$ cat src/rtl/cfc_frl_ckpt.sv
// ---------------------------------------------------------------------------
// cfc_frl_ckpt
//
// Purpose:
//   Checkpoint-side partner of the free register list (FRL). It keeps a
//   shadow copy of the FRL read pointer by counting PID dispatches. It stores
//   that pointer for every in-flight branch. On a mispredict it rewinds the
//   FRL to the pointer saved at the branch and frees every younger checkpoint.
//
// Ports:
//   clk                    rising-edge clock
//   reset                  synchronous active-high reset
//   du_dispatch_pid        DU pops a PID from the FRL this cycle
//   du_branch_dispatch     DU dispatches a branch this cycle
//   du_branch_tag          tag of the dispatched branch
//   cdb_branch_valid       a branch resolves this cycle
//   cdb_branch_tag         tag of the resolving branch
//   cdb_branch_mispredict  resolving branch mispredicted
//   cfc_flush_frl          one-cycle flush pulse to the FRL
//   cfc_flush_frl_value    restored FRL read pointer
//   cfc_ckpt_full          every checkpoint in use
//   cfc_stall              flush in progress, DU must hold off
//   cfc_mispredict_cnt     saturating count of accepted mispredicts
//                          (only with CFC_MISPREDICT_CNT_EN defined)
//
// Optional feature macro: CFC_MISPREDICT_CNT_EN
// ---------------------------------------------------------------------------
module cfc_frl_ckpt #(
  parameter int FRL_PTR_WIDTH = 5,
  parameter int CKPT_NUM      = 4,
  parameter int TAG_WIDTH     = 2
) (
  input  logic                     clk,
  input  logic                     reset,
  input  logic                     du_dispatch_pid,
  input  logic                     du_branch_dispatch,
  input  logic [0:TAG_WIDTH-1]     du_branch_tag,
  input  logic                     cdb_branch_valid,
  input  logic [0:TAG_WIDTH-1]     cdb_branch_tag,
  input  logic                     cdb_branch_mispredict,
  output logic                     cfc_flush_frl,
  output logic [0:FRL_PTR_WIDTH-1] cfc_flush_frl_value,
  output logic                     cfc_ckpt_full,
  output logic                     cfc_stall
`ifdef CFC_MISPREDICT_CNT_EN
  ,
  output logic [0:15]              cfc_mispredict_cnt
`endif
);

  localparam logic [FRL_PTR_WIDTH-1:0] PTR_ONE = {{(FRL_PTR_WIDTH-1){1'b0}}, 1'b1};

  logic [FRL_PTR_WIDTH-1:0] rptr_q, rptr_d;
  logic [FRL_PTR_WIDTH-1:0] ckpt_q [CKPT_NUM];
  logic [FRL_PTR_WIDTH-1:0] ckpt_d [CKPT_NUM];
  logic [CKPT_NUM-1:0]      valid_q, valid_d;
  // younger[j][t] = 1 means checkpoint t was allocated after checkpoint j
  logic [CKPT_NUM-1:0][CKPT_NUM-1:0] younger_q, younger_d;
  logic                     flush_q, flush_d;
  logic [FRL_PTR_WIDTH-1:0] flushVal_q, flushVal_d;

  logic                mispAcc;
  logic                resolveOk;
  logic                allocOk;
  logic [CKPT_NUM-1:0] killMask;
  logic [CKPT_NUM-1:0] validAfterFree;

`ifdef CFC_MISPREDICT_CNT_EN
  logic [15:0] cnt_q, cnt_d;
`endif

  // Resolve handling is evaluated before allocation, so a tag freed this cycle
  // can be reallocated in the same cycle. The flush cycle blocks all dispatch.
  always_comb begin
    mispAcc   = cdb_branch_valid && cdb_branch_mispredict && valid_q[cdb_branch_tag];
    resolveOk = cdb_branch_valid && !cdb_branch_mispredict && valid_q[cdb_branch_tag];

    killMask = '0;
    if (resolveOk) begin
      killMask[cdb_branch_tag] = 1'b1;
    end
    if (mispAcc) begin
      killMask[cdb_branch_tag] = 1'b1;
      for (int t = 0; t < CKPT_NUM; t++) begin
        if (younger_q[cdb_branch_tag][t] && valid_q[t]) begin
          killMask[t] = 1'b1;
        end
      end
    end
    validAfterFree = valid_q & ~killMask;

    allocOk = du_branch_dispatch && !mispAcc && !flush_q && !validAfterFree[du_branch_tag];

    for (int j = 0; j < CKPT_NUM; j++) begin
      for (int t = 0; t < CKPT_NUM; t++) begin
        younger_d[j][t] = younger_q[j][t] && !killMask[j] && !killMask[t];
      end
    end

    valid_d = validAfterFree;
    ckpt_d  = ckpt_q;
    if (allocOk) begin
      valid_d[du_branch_tag]   = 1'b1;
      ckpt_d[du_branch_tag]    = rptr_q + {{(FRL_PTR_WIDTH-1){1'b0}}, du_dispatch_pid};
      younger_d[du_branch_tag] = '0;
      for (int j = 0; j < CKPT_NUM; j++) begin
        younger_d[j][du_branch_tag] = validAfterFree[j];
      end
    end

    rptr_d = rptr_q;
    if (mispAcc) begin
      rptr_d = ckpt_q[cdb_branch_tag];
    end else if (du_dispatch_pid && !flush_q) begin
      rptr_d = rptr_q + PTR_ONE;
    end

    flush_d    = mispAcc;
    flushVal_d = mispAcc ? ckpt_q[cdb_branch_tag] : flushVal_q;

`ifdef CFC_MISPREDICT_CNT_EN
    cnt_d = cnt_q;
    if (mispAcc && (cnt_q != 16'hFFFF)) begin
      cnt_d = cnt_q + 16'd1;
    end
`endif
  end

  // State registers; reset wins over every other input.
  always_ff @(posedge clk) begin
    if (reset) begin
      rptr_q     <= '0;
      valid_q    <= '0;
      younger_q  <= '0;
      flush_q    <= 1'b0;
      flushVal_q <= '0;
      for (int i = 0; i < CKPT_NUM; i++) begin
        ckpt_q[i] <= '0;
      end
`ifdef CFC_MISPREDICT_CNT_EN
      cnt_q      <= '0;
`endif
    end else begin
      rptr_q     <= rptr_d;
      valid_q    <= valid_d;
      younger_q  <= younger_d;
      flush_q    <= flush_d;
      flushVal_q <= flushVal_d;
      for (int i = 0; i < CKPT_NUM; i++) begin
        ckpt_q[i] <= ckpt_d[i];
      end
`ifdef CFC_MISPREDICT_CNT_EN
      cnt_q      <= cnt_d;
`endif
    end
  end

  assign cfc_flush_frl       = flush_q;
  assign cfc_flush_frl_value = flushVal_q;
  assign cfc_stall           = flush_q;
  assign cfc_ckpt_full       = &valid_q;
`ifdef CFC_MISPREDICT_CNT_EN
  assign cfc_mispredict_cnt  = cnt_q;
`endif

endmodule

$ cat config.mk
export PLATFORM = sky130hd
export DESIGN_NAME = cfc_frl_ckpt
export DESIGN_NICKNAME = d
export VERILOG_FILES = /design/src/rtl/cfc_frl_ckpt.sv
export SDC_FILE = /design/constraint.sdc
export NUM_CORES = 1
export LEC_CHECK = 0
export CORE_ASPECT_RATIO = 0.9
export CORE_MARGIN = 4
export CORE_UTILIZATION = 45
export CTS_CLUSTER_SIZE = 25
export DETAILED_ROUTE_END_ITERATION = 7
export PLACE_DENSITY_LB_ADDON = 0.15
export SKIP_CTS_REPAIR_TIMING = 1
export SKIP_LAST_GASP = 1
export SLEW_MARGIN = 30
export SYNTH_ARGS = -nofsm -noshare
export SYNTH_HDL_FRONTEND = slang
export SYNTH_SLANG_ARGS = --single-unit
export TNS_END_PERCENT = 1
$ cat constraint.sdc
create_clock -name clk -period 3.7 [get_ports clk]
set_input_delay 1.11 -clock clk [delete_from_list [all_inputs] [get_ports clk]]
set_output_delay 1.11 -clock clk [all_outputs]
set_load 0.01 [all_outputs]
* Yosys cells after proc, flatten, opt, wreduce, memory -nomap -nowiden *
Index checks and enable logic that the tools add are counted.

operators by class
  $add $sub $neg = 2
  $mul = 0
  div/mod/pow operators = 0
  magnitude comparators = 7
  equality and inequality tests = 0
  shift-type cells = 0
  muxes and demuxes = 32
  bitwise gates (word level) = 8
  reductions and logical operators = 57

operators with widths
  cell                                                                                 count
  1-bit logical AND                                                                    47
  5-bit two-way mux                                                                    5
  20-bit bitwise mux                                                                   1
  4-bit two-way mux                                                                    5
  16-bit bitwise AND                                                                   1
  4-bit bitwise mux                                                                    4
  16-bit two-way mux                                                                   1
  16-bit NOT                                                                           1
  5-bit binary-select mux with 2-bit select                                            1
  5-bit demux with 2-bit select                                                        1
  4-bit binary-select mux with 2-bit select                                            1
  4-bit demux with 2-bit select                                                        1
  1-bit zero test                                                                      8
  1-bit two-way mux                                                                    8
  4-bit OR                                                                             2
  3-bit greater-or-equal comparator, second input constant                             2
  2-bit by 3-bit less-than comparator with 1-bit output, second input constant         2
  2-bit NOT with 3-bit output                                                          2
  5-bit by 1-bit adder with 5-bit output                                               1
  5-bit by 1-bit adder with 5-bit output, second input constant                        1
  4-bit bitwise AND                                                                    1
  1-bit binary-select mux with 2-bit select                                            2
  1-bit demux with 2-bit select                                                        2
  2-bit by 1-bit greater-or-equal comparator with 1-bit output, second input constant  2
  other kinds (4)                                                                      4

word-level totals
  bits in registers = 51
  latch bits = 0
  memory bits (writable) = 0
  bits in read-only memories = 0
  word-level logic and storage cells = 118
  memories = 0

* Depth between registers and ports, before layout *
  word-level depth = 15
  mapped depth = 9
  depth with buffers taken out = 6

* Worst setup path after synthesis *
Ideal clock, no wire load.

  kind = input-to-reg
  start point = in cdb_branch_tag[1] in the netlist's numbering
  end point = reg younger_q[1] in the netlist's numbering
  setup time = 0.116 ns
  data arrival time = 2.644 ns
  setup slack = 0.940 ns
  stages on the path = 8
  path buffers = 2
  cell sequence = buf_6 > mux2i_1 > o22ai_2 > o21ai_2 > a211oi_2 > buf_6 > nor2_1 > a31o_1

on the way
  longest elaborated chain between the ends = 15

RTL lines
  element                                                                                                                                                      line    source
  from (decl)                                                                                                                                                  39      input logic [0:TAG_WIDTH-1] cdb_branch_tag,
  2-bit by 3-bit less-than comparator with 1-bit output (not written as such) or 2-bit by 1-bit greater-or-equal comparator with 1-bit output (tied branches)  80, 83
  1-bit logical AND (not written as such)                                                                                                                      80, 83
  1-bit two-way mux (not written as such)                                                                                                                      80, 83
  1-bit demux with 2-bit select                                                                                                                                80, 83
  4-bit two-way mux                                                                                                                                            79      if (resolveOk) begin
  4-bit OR (no line)                                                                                                                                           n/a
  1-bit two-way mux                                                                                                                                            85      if (younger_q[cdb_branch_tag][t] && valid_q[t]) begin
  4-bit two-way mux                                                                                                                                            82      if (mispAcc) begin
  4-bit NOT                                                                                                                                                    90      validAfterFree = valid_q & ~killMask;
  4-bit bitwise AND                                                                                                                                            90
  1-bit binary-select mux with 2-bit select                                                                                                                    92      allocOk = du_branch_dispatch && !mispAcc && !flush_q && !validAfterFree[du_branch_tag];
  1-bit two-way mux (not written as such)                                                                                                                      92
  1-bit zero test                                                                                                                                              92
  1-bit logical AND                                                                                                                                            92
  16-bit two-way mux (*)                                                                                                                                       102     if (allocOk) begin
  to (signal assigned)                                                                                                                                         146     younger_q <= younger_d;
  to (decl)                                                                                                                                                    58      logic [CKPT_NUM-1:0][CKPT_NUM-1:0] younger_q, younger_d;

Mark *: on every way between the ends. The rest lies on a longest branch, timed or not. The select of a mux whose other input is x is not followed.
A chain may end at the register's enable or synchronous reset.

* Worst setup path after layout *
  start point = in cdb_branch_tag[1] in the netlist's numbering
  end point = reg ckpt_q[1] in the netlist's numbering

on the way
  longest elaborated chain between the ends = 14

RTL lines
  element                                                                                                                                                      line    source
  2-bit by 3-bit less-than comparator with 1-bit output (not written as such) or 2-bit by 1-bit greater-or-equal comparator with 1-bit output (tied branches)  80, 83
  1-bit logical AND (not written as such)                                                                                                                      80, 83
  1-bit two-way mux (not written as such)                                                                                                                      80, 83
  1-bit demux with 2-bit select                                                                                                                                80, 83
  4-bit two-way mux                                                                                                                                            79
  4-bit OR (no line)                                                                                                                                           n/a
  1-bit two-way mux                                                                                                                                            85
  4-bit two-way mux                                                                                                                                            82
  4-bit NOT                                                                                                                                                    90
  4-bit bitwise AND                                                                                                                                            90
  1-bit binary-select mux with 2-bit select                                                                                                                    92
  1-bit two-way mux (not written as such)                                                                                                                      92
  1-bit zero test                                                                                                                                              92
  1-bit logical AND (*)                                                                                                                                        92
  to (signal, indexed assignment)                                                                                                                              150     ckpt_q[i] <= ckpt_d[i];
  to (decl)                                                                                                                                                    54      logic [FRL_PTR_WIDTH-1:0] ckpt_q [CKPT_NUM];

Marks and branches as above.

==> results.md <==
* Status: finished clean
* Most common cell after layout, fill and taps aside: dfxtp_1
* Internal Power at 0.7686 mW
* Setup_tns at 0 ps
* Final Cycle Share at 89.08%
* Vias in the first global route at 1815
* Dpl hpwl at 3891 µm
* MaxCap Viol Count at 0
* RSZ-0062 raised after global routing: false
* Max Root-Sink Buffers at 2
* # port buffers at 17
* First-pass GRT wire length at 9108 µm
* Crit end category: flip-flop
* Die W at 84.72 µm
* PwrDens at 377.8 mW/mm²
* Synth warn at 0
* CTS H-tree lvls at 2
* Fin nets at 283
* Most frequent cells in the layout: dfxtp_1 (47), nand2_1 (28), nor2_1 (26)
* CP Data Required Time at 3870 ps
* Drc violations at 0
* Largest net degree at the start of global routing at 29
* Clock sink total at 47
* Hold Crit Class: flip-flop to flip-flop
* I/O pin count at 18
* Initial Utilization at 47.82%
* Startpoint Class: input port
* Multiplexer share of the synthesized area at 17.27%
* Initial DRC count at 140
* Fin crit period at 3296 ps
* Cell area after synthesis at 0.002384 mm²
* Endpoints failing hold at 0
* Worst hold margin at 458.6 ps
* Register area share after synthesis at 39.48%
* Initial antenna violation count at 0
* Total Routing Usage GR at 17.35%
* Layout cell share with drive strength beyond 1 at 13.65%
* RD Place Congestion at 0.9030
* Number of distinct library cells after synthesis at 55
* Leak Pwr at 1.076 nW
* Mapped Cells at 254
* Die area at 0.006527 mm²
* Combinational family with the most area after synthesis: simple AND/OR/NAND/NOR gates
* Total number of vias at 1860
* Setup violators final at 0
* WP data arrival at 3470 ps
* Switching Fraction at 25.21%
* Post-synth ARST share at 0%
* Routed Antenna Nets at 0
* Psw at 0.2591 mW
* Max_slew headroom at 50.76%
* Synth Area in Compound Gates at 13.02%
* Maximum fanout along the worst path at 6
* CTS tree: done
* Ant. Diodes at 0
* Design Area, Final at 0.002720 mm²
* Fmax achieved at 303.4 MHz
* Adder-cell share of the synthesized area at 1.575%
* Worst setup path category: input port to flip-flop
* Number of detailed-route iterations in the first pass at 4
* Synth Flop Type: dfxtp_1
* Seq cells post-synth at 47
* Syn Area/Cell at 9.384 µm²
* Fin Clk Skew at 7.440 ps
* XOR/XNOR Fraction of Synth Area at 2.572%
* Global route overflow at 0
* Worst Tran Pin Value at 736.2 ps
* Number of flops mapped to enable cells by yosys at 0
* Final routed wire length divided by cell count at 15.80 µm
* Worst skew pair latency at 300 ps
* Syn_nets at 267
* Overall power at 1.028 mW
* Row count at 24
* Clock power share at 37.7%
* Root buffer selected by CTS: clkbuf_8
* Simple-gate share of the synthesized area at 21.68%
* CTS clock-pin slew for the worst setup and hold paths at 90 ps
* Maximum vdd drop at 182.4 µV
* CTS Buf Count at 5
* Reg power frac at 51.2%
* Core ar. at 0.004985 mm²
* Placement Cell Area at 0.002605 mm²
* Pins Over Slew Limit at 0
* Fillers at 466
* WL final at 5310 µm
* Die height at 77.05 µm
* Via-to-Cell Ratio at 5.536
* Area growth, synth to finish at 14.12%
* Logic pwr share at 11.1%
-- state kept, by name (all words and copies together) (netlist names) --
name                 flops
cfc_flush_frl_value      5
ckpt_q                  20
valid_q                  4
cfc_flush_frl            1
younger_q               12
rptr_q                   5
-- critical path: stages --
cell	delay (ps)
clkdlybuf4s50_1	640
mux2i_1	280
nand4b_1	210
nand4_1	260
or3b_1	530
buf_4	230
mux2i_1	150
nor2_1	50
-- final timing paths --
kind                                        startpoint                endpoint  slack (ps)  cells past startpoint
worst min-delay path            cfc_flush_frl_value[0]  cfc_flush_frl_value[0]         460                      2
worst max-delay path                 cdb_branch_tag[1]               ckpt_q[1]         400                      8
worst max register to register              valid_q[2]            younger_q[4]        1420                      7
worst min register to register  cfc_flush_frl_value[0]  cfc_flush_frl_value[0]         460                      2
-- per-stage QoR --
stage,instances,util (%),setup WS [ps]
2_1_floorplan,254,-,940.4
3_3_place_gp,328,52.26,133.1
3_5_place_dp,328,52.26,88.50
4_1_cts,336,54.57,439.2
5_1_grt,336,54.57,258.1
6_report,336,54.57,404.1
-- power by group through the flow --
stage / Combinational, mW / Sequential, mW / Clock [mW]
2_1_floorplan: 0.0822 / 0.534 / 0
3_3_place_gp: 0.113 / 0.537 / 0
3_5_place_dp: 0.113 / 0.537 / 0
4_1_cts: 0.114 / 0.526 / 0.401
5_1_grt: 0.125 / 0.528 / 0.421
6_report: 0.114 / 0.526 / 0.388
-- synth_stat cells, types with 3 or more instances --
library cell / count / area [µm²]
nand2_1: 28 / 105.1
clkbuf_1: 8 / 30.03
buf_2: 3 / 15.01
nor2_1: 26 / 97.59
ha_1: 3 / 37.54
xnor2_1: 5 / 43.79
nor2b_1: 6 / 37.54
dfxtp_1: 47 / 940.9
nand3_1: 9 / 45.04
buf_6: 3 / 33.78
a21oi_1: 21 / 105.1
mux4_2: 5 / 112.6
mux2i_1: 25 / 250.2
mux2_2: 3 / 33.78
nand4_1: 6 / 37.54
nand2b_1: 3 / 18.77
nand3b_1: 3 / 22.52
-- logic make-up (layout without fill, tap and decap cells) --
family	count (synthesis)	in the layout
adder cells (fa/ha/maj)	3	3
AND/OR/NAND/NOR	100	100
multiplexers	34	34
buffers and inverters	19	36
XOR/XNOR	7	7
flip-flops	47	47
AO/OA/AOI/OAI	44	44
-- layer usage --
metal | vias up | wire, µm | track usage, %
met4 | 0 | 82 | 4.589
li1 | 943 | - | -
met3 | 7 | 235 | 5.359
met5 | - | 0 | 0
met1 | 872 | 2795 | 25.86
met2 | 38 | 2195 | 24.02
-- layout make-up --
type	instances	area [µm²]	area share (%)
Clock buffer	5	68.82	2.530
Clock inverter	3	46.29	1.702
Inverter	2	7.507	0.2760
Multi-Input combinational cell	188	1338	49.17
Sequential cell	47	940.9	34.59
Tap cell	65	81.33	2.990
Timing Repair Buffer	26	237.7	8.740
Power figures use the tool's default switching activity.
